**config.mk**
```make
export PLATFORM = sky130hd
export DESIGN_NAME = rv32i_mem_sequencer
export DESIGN_NICKNAME = d
export VERILOG_FILES = /design/src/rtl/rv32i_mem_sequencer.sv
export SDC_FILE = /design/constraint.sdc
export NUM_CORES = 1
export LEC_CHECK = 0
export ABC_CLOCK_PERIOD_IN_PS = 4500
export CAP_MARGIN = 15
export CORE_MARGIN = 2
export CORE_UTILIZATION = 30
export CTS_BUF_LIST = sky130_fd_sc_hd__clkbuf_8
export DETAILED_ROUTE_END_ITERATION = 8
export HOLD_SLACK_MARGIN = 0.12
export PLACE_DENSITY_LB_ADDON = 0.2
export SLEW_MARGIN = 20
export SYNTH_ARGS = -nofsm -noshare
export SYNTH_HDL_FRONTEND = slang
export SYNTH_SLANG_ARGS = --single-unit
```
**constraint.sdc**
```tcl
create_clock -name clk_i -period 4.5 [get_ports clk_i]
set_input_delay 0.9 -clock clk_i [delete_from_list [all_inputs] [get_ports clk_i]]
set_output_delay 0.9 -clock clk_i [all_outputs]
set_load 0.02 [all_outputs]
```
**src/rtl/rv32i_mem_sequencer.sv**
```systemverilog
// rv32i_mem_sequencer: arbitrates instruction fetch and load/store onto one
// 16-bit halfword memory port, splitting words into two beats, masking
// byte/half stores and extending loads by RV32I funct3.
module rv32i_mem_sequencer #(
    parameter int unsigned XLEN          = 32,
    parameter int unsigned MEM_ADDR_BITS = 16
) (
    input  logic                     clk_i,
    input  logic                     reset_i,
    input  logic                     fetch_req_i,
    input  logic [XLEN-1:0]          fetch_addr_i,
    output logic                     fetch_ready_o,
    input  logic                     data_req_i,
    input  logic                     data_we_i,
    input  logic [XLEN-1:0]          data_addr_i,
    input  logic [2:0]               data_funct3_i,
    input  logic [XLEN-1:0]          data_wdata_i,
    output logic                     data_ready_o,
    output logic [XLEN-1:0]          rdata_o,
    output logic                     fault_o,
    output logic [MEM_ADDR_BITS-1:0] mem_addr_o,
    output logic                     mem_rd_o,
    output logic                     mem_wr_o,
    output logic [1:0]               mem_wmask_o,
    output logic [15:0]              mem_wdata_o,
    input  logic [15:0]              mem_rdata_i
);

    typedef enum logic [1:0] {
        S_IDLE = 2'd0,
        S_LO   = 2'd1,
        S_HI   = 2'd2,
        S_DONE = 2'd3
    } state_t;

    localparam logic [2:0] F3_B  = 3'b000;
    localparam logic [2:0] F3_H  = 3'b001;
    localparam logic [2:0] F3_W  = 3'b010;
    localparam logic [2:0] F3_BU = 3'b100;
    localparam logic [2:0] F3_HU = 3'b101;

    state_t                   r_state;
    logic                     r_last_data;
    logic                     r_we;
    logic [2:0]               r_funct3;
    logic                     r_addr_b0;
    logic [XLEN-1:0]          r_wdata;
    logic [15:0]              r_lo_half;
    logic                     r_fetch_ready;
    logic                     r_data_ready;
    logic                     r_fault;
    logic [MEM_ADDR_BITS-1:0] r_mem_addr;
    logic                     r_mem_rd;
    logic                     r_mem_wr;
    logic [1:0]               r_mem_wmask;
    logic [15:0]              r_mem_wdata;

    logic                     w_any_req;
    logic                     w_grant_data;
    logic                     w_sel_we;
    logic [2:0]               w_sel_f3;
    logic [XLEN-1:0]          w_sel_addr;
    logic [XLEN-1:0]          w_sel_wdata;
    logic                     w_illegal;
    logic [1:0]               w_lo_mask;
    logic [15:0]              w_lo_wdata;
    logic [7:0]               w_byte;
    logic [XLEN-1:0]          w_rdata;
    logic                     w_unused_addr;

    // Arbitration, request mux and legality/first-beat decode of the granted request
    always_comb begin
        w_any_req    = fetch_req_i | data_req_i;
        w_grant_data = data_req_i & (~fetch_req_i | ~r_last_data);
        w_sel_we     = 1'b0;
        w_sel_f3     = F3_W;
        w_sel_addr   = fetch_addr_i;
        w_sel_wdata  = '0;
        if (w_grant_data) begin
            w_sel_we    = data_we_i;
            w_sel_f3    = data_funct3_i;
            w_sel_addr  = data_addr_i;
            w_sel_wdata = data_wdata_i;
        end
        case (w_sel_f3)
            F3_B:    w_illegal = 1'b0;
            F3_H:    w_illegal = w_sel_addr[0];
            F3_W:    w_illegal = |w_sel_addr[1:0];
            F3_BU:   w_illegal = w_sel_we;
            F3_HU:   w_illegal = w_sel_we | w_sel_addr[0];
            default: w_illegal = 1'b1;
        endcase
        w_lo_mask  = 2'b11;
        w_lo_wdata = w_sel_wdata[15:0];
        if (w_sel_f3 == F3_B) begin
            w_lo_mask  = w_sel_addr[0] ? 2'b10 : 2'b01;
            w_lo_wdata = {w_sel_wdata[7:0], w_sel_wdata[7:0]};
        end
    end

    // Upper address bits beyond the memory port are intentionally ignored
    assign w_unused_addr = ^w_sel_addr[XLEN-1:MEM_ADDR_BITS+1];

    // Access sequencing with registered ready/fault and memory strobes
    always_ff @(posedge clk_i or negedge reset_i) begin
        if (!reset_i) begin
            r_state       <= S_IDLE;
            r_last_data   <= 1'b0;
            r_we          <= 1'b0;
            r_funct3      <= 3'b000;
            r_addr_b0     <= 1'b0;
            r_wdata       <= '0;
            r_lo_half     <= '0;
            r_fetch_ready <= 1'b0;
            r_data_ready  <= 1'b0;
            r_fault       <= 1'b0;
            r_mem_addr    <= '0;
            r_mem_rd      <= 1'b0;
            r_mem_wr      <= 1'b0;
            r_mem_wmask   <= 2'b00;
            r_mem_wdata   <= '0;
        end else begin
            r_fetch_ready <= 1'b0;
            r_data_ready  <= 1'b0;
            r_fault       <= 1'b0;
            r_mem_rd      <= 1'b0;
            r_mem_wr      <= 1'b0;
            r_mem_wmask   <= 2'b00;
            r_mem_wdata   <= '0;
            case (r_state)
                S_IDLE: begin
                    if (w_any_req) begin
                        r_last_data <= w_grant_data;
                        r_we        <= w_sel_we;
                        r_funct3    <= w_sel_f3;
                        r_addr_b0   <= w_sel_addr[0];
                        r_wdata     <= w_sel_wdata;
                        if (w_illegal) begin
                            r_state       <= S_DONE;
                            r_fault       <= 1'b1;
                            r_fetch_ready <= ~w_grant_data;
                            r_data_ready  <= w_grant_data;
                        end else begin
                            r_state    <= S_LO;
                            r_mem_addr <= w_sel_addr[MEM_ADDR_BITS:1];
                            r_mem_rd   <= ~w_sel_we;
                            r_mem_wr   <= w_sel_we;
                            if (w_sel_we) begin
                                r_mem_wmask <= w_lo_mask;
                                r_mem_wdata <= w_lo_wdata;
                            end
                        end
                    end
                end
                S_LO: begin
                    if (r_funct3 == F3_W) begin
                        r_state    <= S_HI;
                        r_mem_addr <= MEM_ADDR_BITS'(r_mem_addr + 1'b1);
                        r_mem_rd   <= ~r_we;
                        r_mem_wr   <= r_we;
                        if (r_we) begin
                            r_mem_wmask <= 2'b11;
                            r_mem_wdata <= r_wdata[31:16];
                        end
                    end else begin
                        r_state       <= S_DONE;
                        r_fetch_ready <= ~r_last_data;
                        r_data_ready  <= r_last_data;
                    end
                end
                S_HI: begin
                    r_lo_half     <= mem_rdata_i;
                    r_state       <= S_DONE;
                    r_fetch_ready <= ~r_last_data;
                    r_data_ready  <= r_last_data;
                end
                S_DONE: begin
                    r_state <= S_IDLE;
                end
                default: begin
                    r_state <= S_IDLE;
                end
            endcase
        end
    end

    // Load result: memory returns the final halfword during DONE, so extend it here
    always_comb begin
        w_rdata = '0;
        w_byte  = r_addr_b0 ? mem_rdata_i[15:8] : mem_rdata_i[7:0];
        if ((r_state == S_DONE) && !r_fault && !r_we) begin
            case (r_funct3)
                F3_W:    w_rdata = XLEN'({mem_rdata_i, r_lo_half});
                F3_B:    w_rdata = {{(XLEN-8){w_byte[7]}}, w_byte};
                F3_BU:   w_rdata = {{(XLEN-8){1'b0}}, w_byte};
                F3_H:    w_rdata = {{(XLEN-16){mem_rdata_i[15]}}, mem_rdata_i};
                F3_HU:   w_rdata = {{(XLEN-16){1'b0}}, mem_rdata_i};
                default: w_rdata = '0;
            endcase
        end
    end

    assign fetch_ready_o = r_fetch_ready;
    assign data_ready_o  = r_data_ready;
    assign fault_o       = r_fault;
    assign rdata_o       = w_rdata;
    assign mem_addr_o    = r_mem_addr;
    assign mem_rd_o      = r_mem_rd;
    assign mem_wr_o      = r_mem_wr;
    assign mem_wmask_o   = r_mem_wmask;
    assign mem_wdata_o   = r_mem_wdata;

endmodule

```
==> impl_summary.log <==
[metrics] standard-cell rows: 43
[metrics] most used standard cell by instance count after synthesis: sky130_fd_sc_hd__dfrtp_1
[metrics] final total negative setup slack: 0 ns
[metrics] origin of the worst min-delay path: r_wdata[25]
[metrics] clock latency of the later-clocked register in the worst-skew pair: 0.35 ns
[metrics] areal power density over the cells: 618 mW/mm2
[metrics] sequential element share of the synthesized area: 45.5%
[metrics] Layout Nets: 723
[metrics] Syn Std Cell Area: 0.00434 mm2
[metrics] Die ar.: 0.0155 mm2
[metrics] total overflow reported by the global router: 0
[metrics] detailed placement HPWL: 9750 um
[metrics] vias post-DR: 4041
[metrics] Tcrit/Tclk final: 90.4%
[metrics] First DRT Iteration DRCs: 211
[metrics] clock tree from TritonCTS: yes
[metrics] antenna fix cells: 0
[metrics] routing usage on met1: 21.7%
[metrics] routed vias/inst: 5.17
[metrics] fill cell count: 1384
[metrics] clock-pin slew reported for the worst setup and hold paths after clock tree synthesis: 0.09 ns
[metrics] number of remaining DRC errors: 0
[metrics] met3 routing resource usage after global routing: 5.15%
[metrics] switching power as a share of total power: 43.1%
[metrics] top-level port count: 191
[metrics] library cells used by synthesis: 49
[metrics] vias in the first global route: 4107
[metrics] initial antenna violation count: 0
[metrics] relative slew slack: 44.0%
[metrics] path type of the worst min-delay path: reg -> reg
[metrics] Finished Core Util: 44.9%
[metrics] number of routed nets with antenna violations: 0
[metrics] crit path kind: in -> out
[metrics] Slew Limit Fails: 0
[metrics] total of flip-flops plus latches after synthesis: 79
[metrics] Reg power frac: 32.1%
[metrics] crit path capture type: primary output
[metrics] top cells by instance count after synthesis: sky130_fd_sc_hd__dfrtp_1, sky130_fd_sc_hd__nand2_1, sky130_fd_sc_hd__a21oi_1
[metrics] number of maximum-capacitance constraint violations: 0
[metrics] Mapped Avg Cell Area: 9.63 um2
[metrics] final routed wire length divided by cell count: 17.0 um
[metrics] clock root cell: sky130_fd_sc_hd__clkbuf_8
[metrics] internal cell power: 0.00221 W
[metrics] net count after synthesis: 577
[metrics] Worst Path Arrival: 3.17 ns
[metrics] first-pass GRT wire length: 21600 um
[metrics] most area-hungry cell type in the Yosys netlist: sky130_fd_sc_hd__dfrtp_1
[metrics] Layout area overhead: 44.7%
[metrics] critical path launch point: mem_rdata_i[15]
[metrics] # H-tree levels: 3
[metrics] Resize count post-CTS: 0
[metrics] initial standard-cell utilization of the core: 31.0%
[metrics] number of CTS-inserted buffers: 9
[metrics] area inside the core boundary: 0.0140 mm2
[metrics] met2 GRT Util: 28.4%
[metrics] CTS sink count: 79
[metrics] required time of the critical path: 3.60 ns
[metrics] final setup fails: 0
[metrics] Synth Warn #: 0
[metrics] startpoint type of the worst setup path: primary input
[metrics] gate count after technology mapping: 451
[metrics] number of hold-repair buffers added at the cts stage: 0
[metrics] share of async-settable or async-resettable flops after synthesis: 100%
[metrics] R2R setup slack: 2.04 ns
[metrics] Pleak: 2.68 nW
[metrics] die span in y: 124 um
[metrics] time the worst path needs with I/O delays and setup: 4.07 ns
[metrics] run status: finished clean
[metrics] power share of the combinational group: 54.7%
[metrics] Clock Tree Buf Depth: 2
[metrics] RSZ-0062 raised after global routing: false
[metrics] Buffers on Ports: 160
[metrics] portion of synthesized cell area occupied by the leading cell type: 45.5%
[metrics] maximum clock rate: 246 MHz
[metrics] 1st-pass router iterations: 4
[metrics] share of post-route cells with drive strength above 1: 10.6%
[metrics] Max FO, Critical Path: 16
[metrics] main area contributors after synthesis: sky130_fd_sc_hd__dfrtp_1, sky130_fd_sc_hd__a21oi_1, sky130_fd_sc_hd__a22o_1, sky130_fd_sc_hd__mux2i_1, sky130_fd_sc_hd__nand2_1
[metrics] Post-synth EDFFs: 0
[metrics] maximum resistive drop on vdd: 232 uV
[metrics] Routability Congestion: 0.830
[metrics] ys flop type: sky130_fd_sc_hd__dfrtp_1
[metrics] number of endpoints with negative hold slack in the final report: 0
[metrics] Switch Pwr: 0.00167 W
[metrics] worst reg2reg path startpoint: r_state[0]
[metrics] maximum number of pins on one net before global-route repair: 80
[metrics] post-CTS setup repair buffer count: 0
[metrics] width of the die: 124 um
[metrics] GRT Overall Usage: 17.1%
[metrics] post-route clock skew: 0.00787 ns
[metrics] WL final: 13300 um
[metrics] clock network fraction of total power: 13.2%
[metrics] busiest metal layer after global routing: met2
[metrics] slew of the pin with the lowest slew margin: 0.833 ns
-- power groups by stage --
stage | logic, W | clock network (W) | registers [W]
2_1_floorplan | 0.00132 | 0 | 0.00130
3_3_place_gp | 0.00210 | 0 | 0.00124
3_5_place_dp | 0.00215 | 0 | 0.00125
4_1_cts | 0.00215 | 0.000538 | 0.00124
5_1_grt | 0.00233 | 0.000563 | 0.00129
6_report | 0.00213 | 0.000511 | 0.00125
-- cells in the final DEF, fill, tap and decap left out, types with 3 or more instances in the layout --
cell type	count
sky130_fd_sc_hd__nand2_1	53
sky130_fd_sc_hd__a21o_1	8
sky130_fd_sc_hd__clkbuf_8	10
sky130_fd_sc_hd__a21oi_1	47
sky130_fd_sc_hd__clkdlybuf4s50_1	159
sky130_fd_sc_hd__o21a_1	3
sky130_fd_sc_hd__a41o_1	3
sky130_fd_sc_hd__nand3_1	12
sky130_fd_sc_hd__mux2i_1	22
sky130_fd_sc_hd__inv_1	4
sky130_fd_sc_hd__dfrtp_1	79
sky130_fd_sc_hd__a221oi_1	3
sky130_fd_sc_hd__mux2_2	16
sky130_fd_sc_hd__a22o_1	26
sky130_fd_sc_hd__nand2b_1	3
sky130_fd_sc_hd__nor2_1	41
sky130_fd_sc_hd__inv_6	3
sky130_fd_sc_hd__and3_1	14
sky130_fd_sc_hd__buf_4	9
sky130_fd_sc_hd__a31oi_1	5
sky130_fd_sc_hd__a221oi_2	9
sky130_fd_sc_hd__nor4_1	3
sky130_fd_sc_hd__o21ai_0	21
sky130_fd_sc_hd__a22oi_1	8
sky130_fd_sc_hd__ha_1	6
-- cell families (layout without fill, tap and decap cells) --
logic type / count (synthesis) / after routing / synth area share [%]
AND/OR/NAND/NOR: 141 / 141 / 15.0
adder cells (fa/ha/maj): 6 / 6 / 1.73
buffers and inverters: 38 / 189 / 3.86
multiplexers: 38 / 38 / 9.22
flip-flops: 79 / 79 / 45.5
AO/OA/AOI/OAI: 149 / 149 / 24.7
-- worst max-delay path, stage by stage --
cell                              delay (ns)
sky130_fd_sc_hd__clkdlybuf4s50_1        0.57
sky130_fd_sc_hd__mux2i_1                0.11
sky130_fd_sc_hd__or3_1                  0.35
sky130_fd_sc_hd__a21o_1                 0.36
sky130_fd_sc_hd__a21oi_1                0.24
sky130_fd_sc_hd__clkdlybuf4s50_1        0.63
-- layout make-up --
| cell class | instances | area, um2 | area share [%] |
|---|---|---|---|
| well taps | 180 | 225 | 3.58 |
| flip-flops and latches | 79 | 1980 | 31.5 |
| multi-input cells | 334 | 2210 | 35.1 |
| inverters | 4 | 15.0 | 0.239 |
| repair buffers | 169 | 1670 | 26.6 |
| clock buffers | 10 | 138 | 2.19 |
| clock inverters | 6 | 51.3 | 0.816 |
-- per-stage QoR --
step           instances  cell area, um2  hold slack [ns]  power (W)  setup slack, ns
3_5_place_dp         766            6090            0.468    0.00340            0.455
5_1_grt              782            6280            0.513    0.00418            0.291
6_report             782            6280            0.496    0.00388            0.431
2_1_floorplan        451            4340            0.450    0.00262             1.45
3_3_place_gp         766            6090            0.474    0.00334            0.520
4_1_cts              782            6280            0.504    0.00393            0.445
-- flip-flops by register name, summed over array words and instances, names as in the netlist, 2 cells and up --
signal       flops
r_funct3         3
mem_wmask_o      2
r_state          2
r_lo_half       16
mem_addr_o      16
r_wdata         16
mem_wdata_o     16
-- metal layers --
| metal | wire (um) | vias up |
|---|---|---|
| met3 | 901 | 6 |
| met5 | 0 | - |
| li1 | - | 1945 |
| met2 | 6460 | 125 |
| met4 | 112 | 0 |
| met1 | 5850 | 1965 |
-- final timing paths --
kind | end | cells past startpoint
min in group asynchronous | mem_wdata_o[12] | 1
max reg2reg | mem_addr_o[15] | 7
min | mem_wdata_o[9] | 2
max in group asynchronous | mem_addr_o[13] | 1
max | rdata_o[23] | 6
min reg2reg | mem_wdata_o[9] | 2
(Power assumes the default switching activity.)
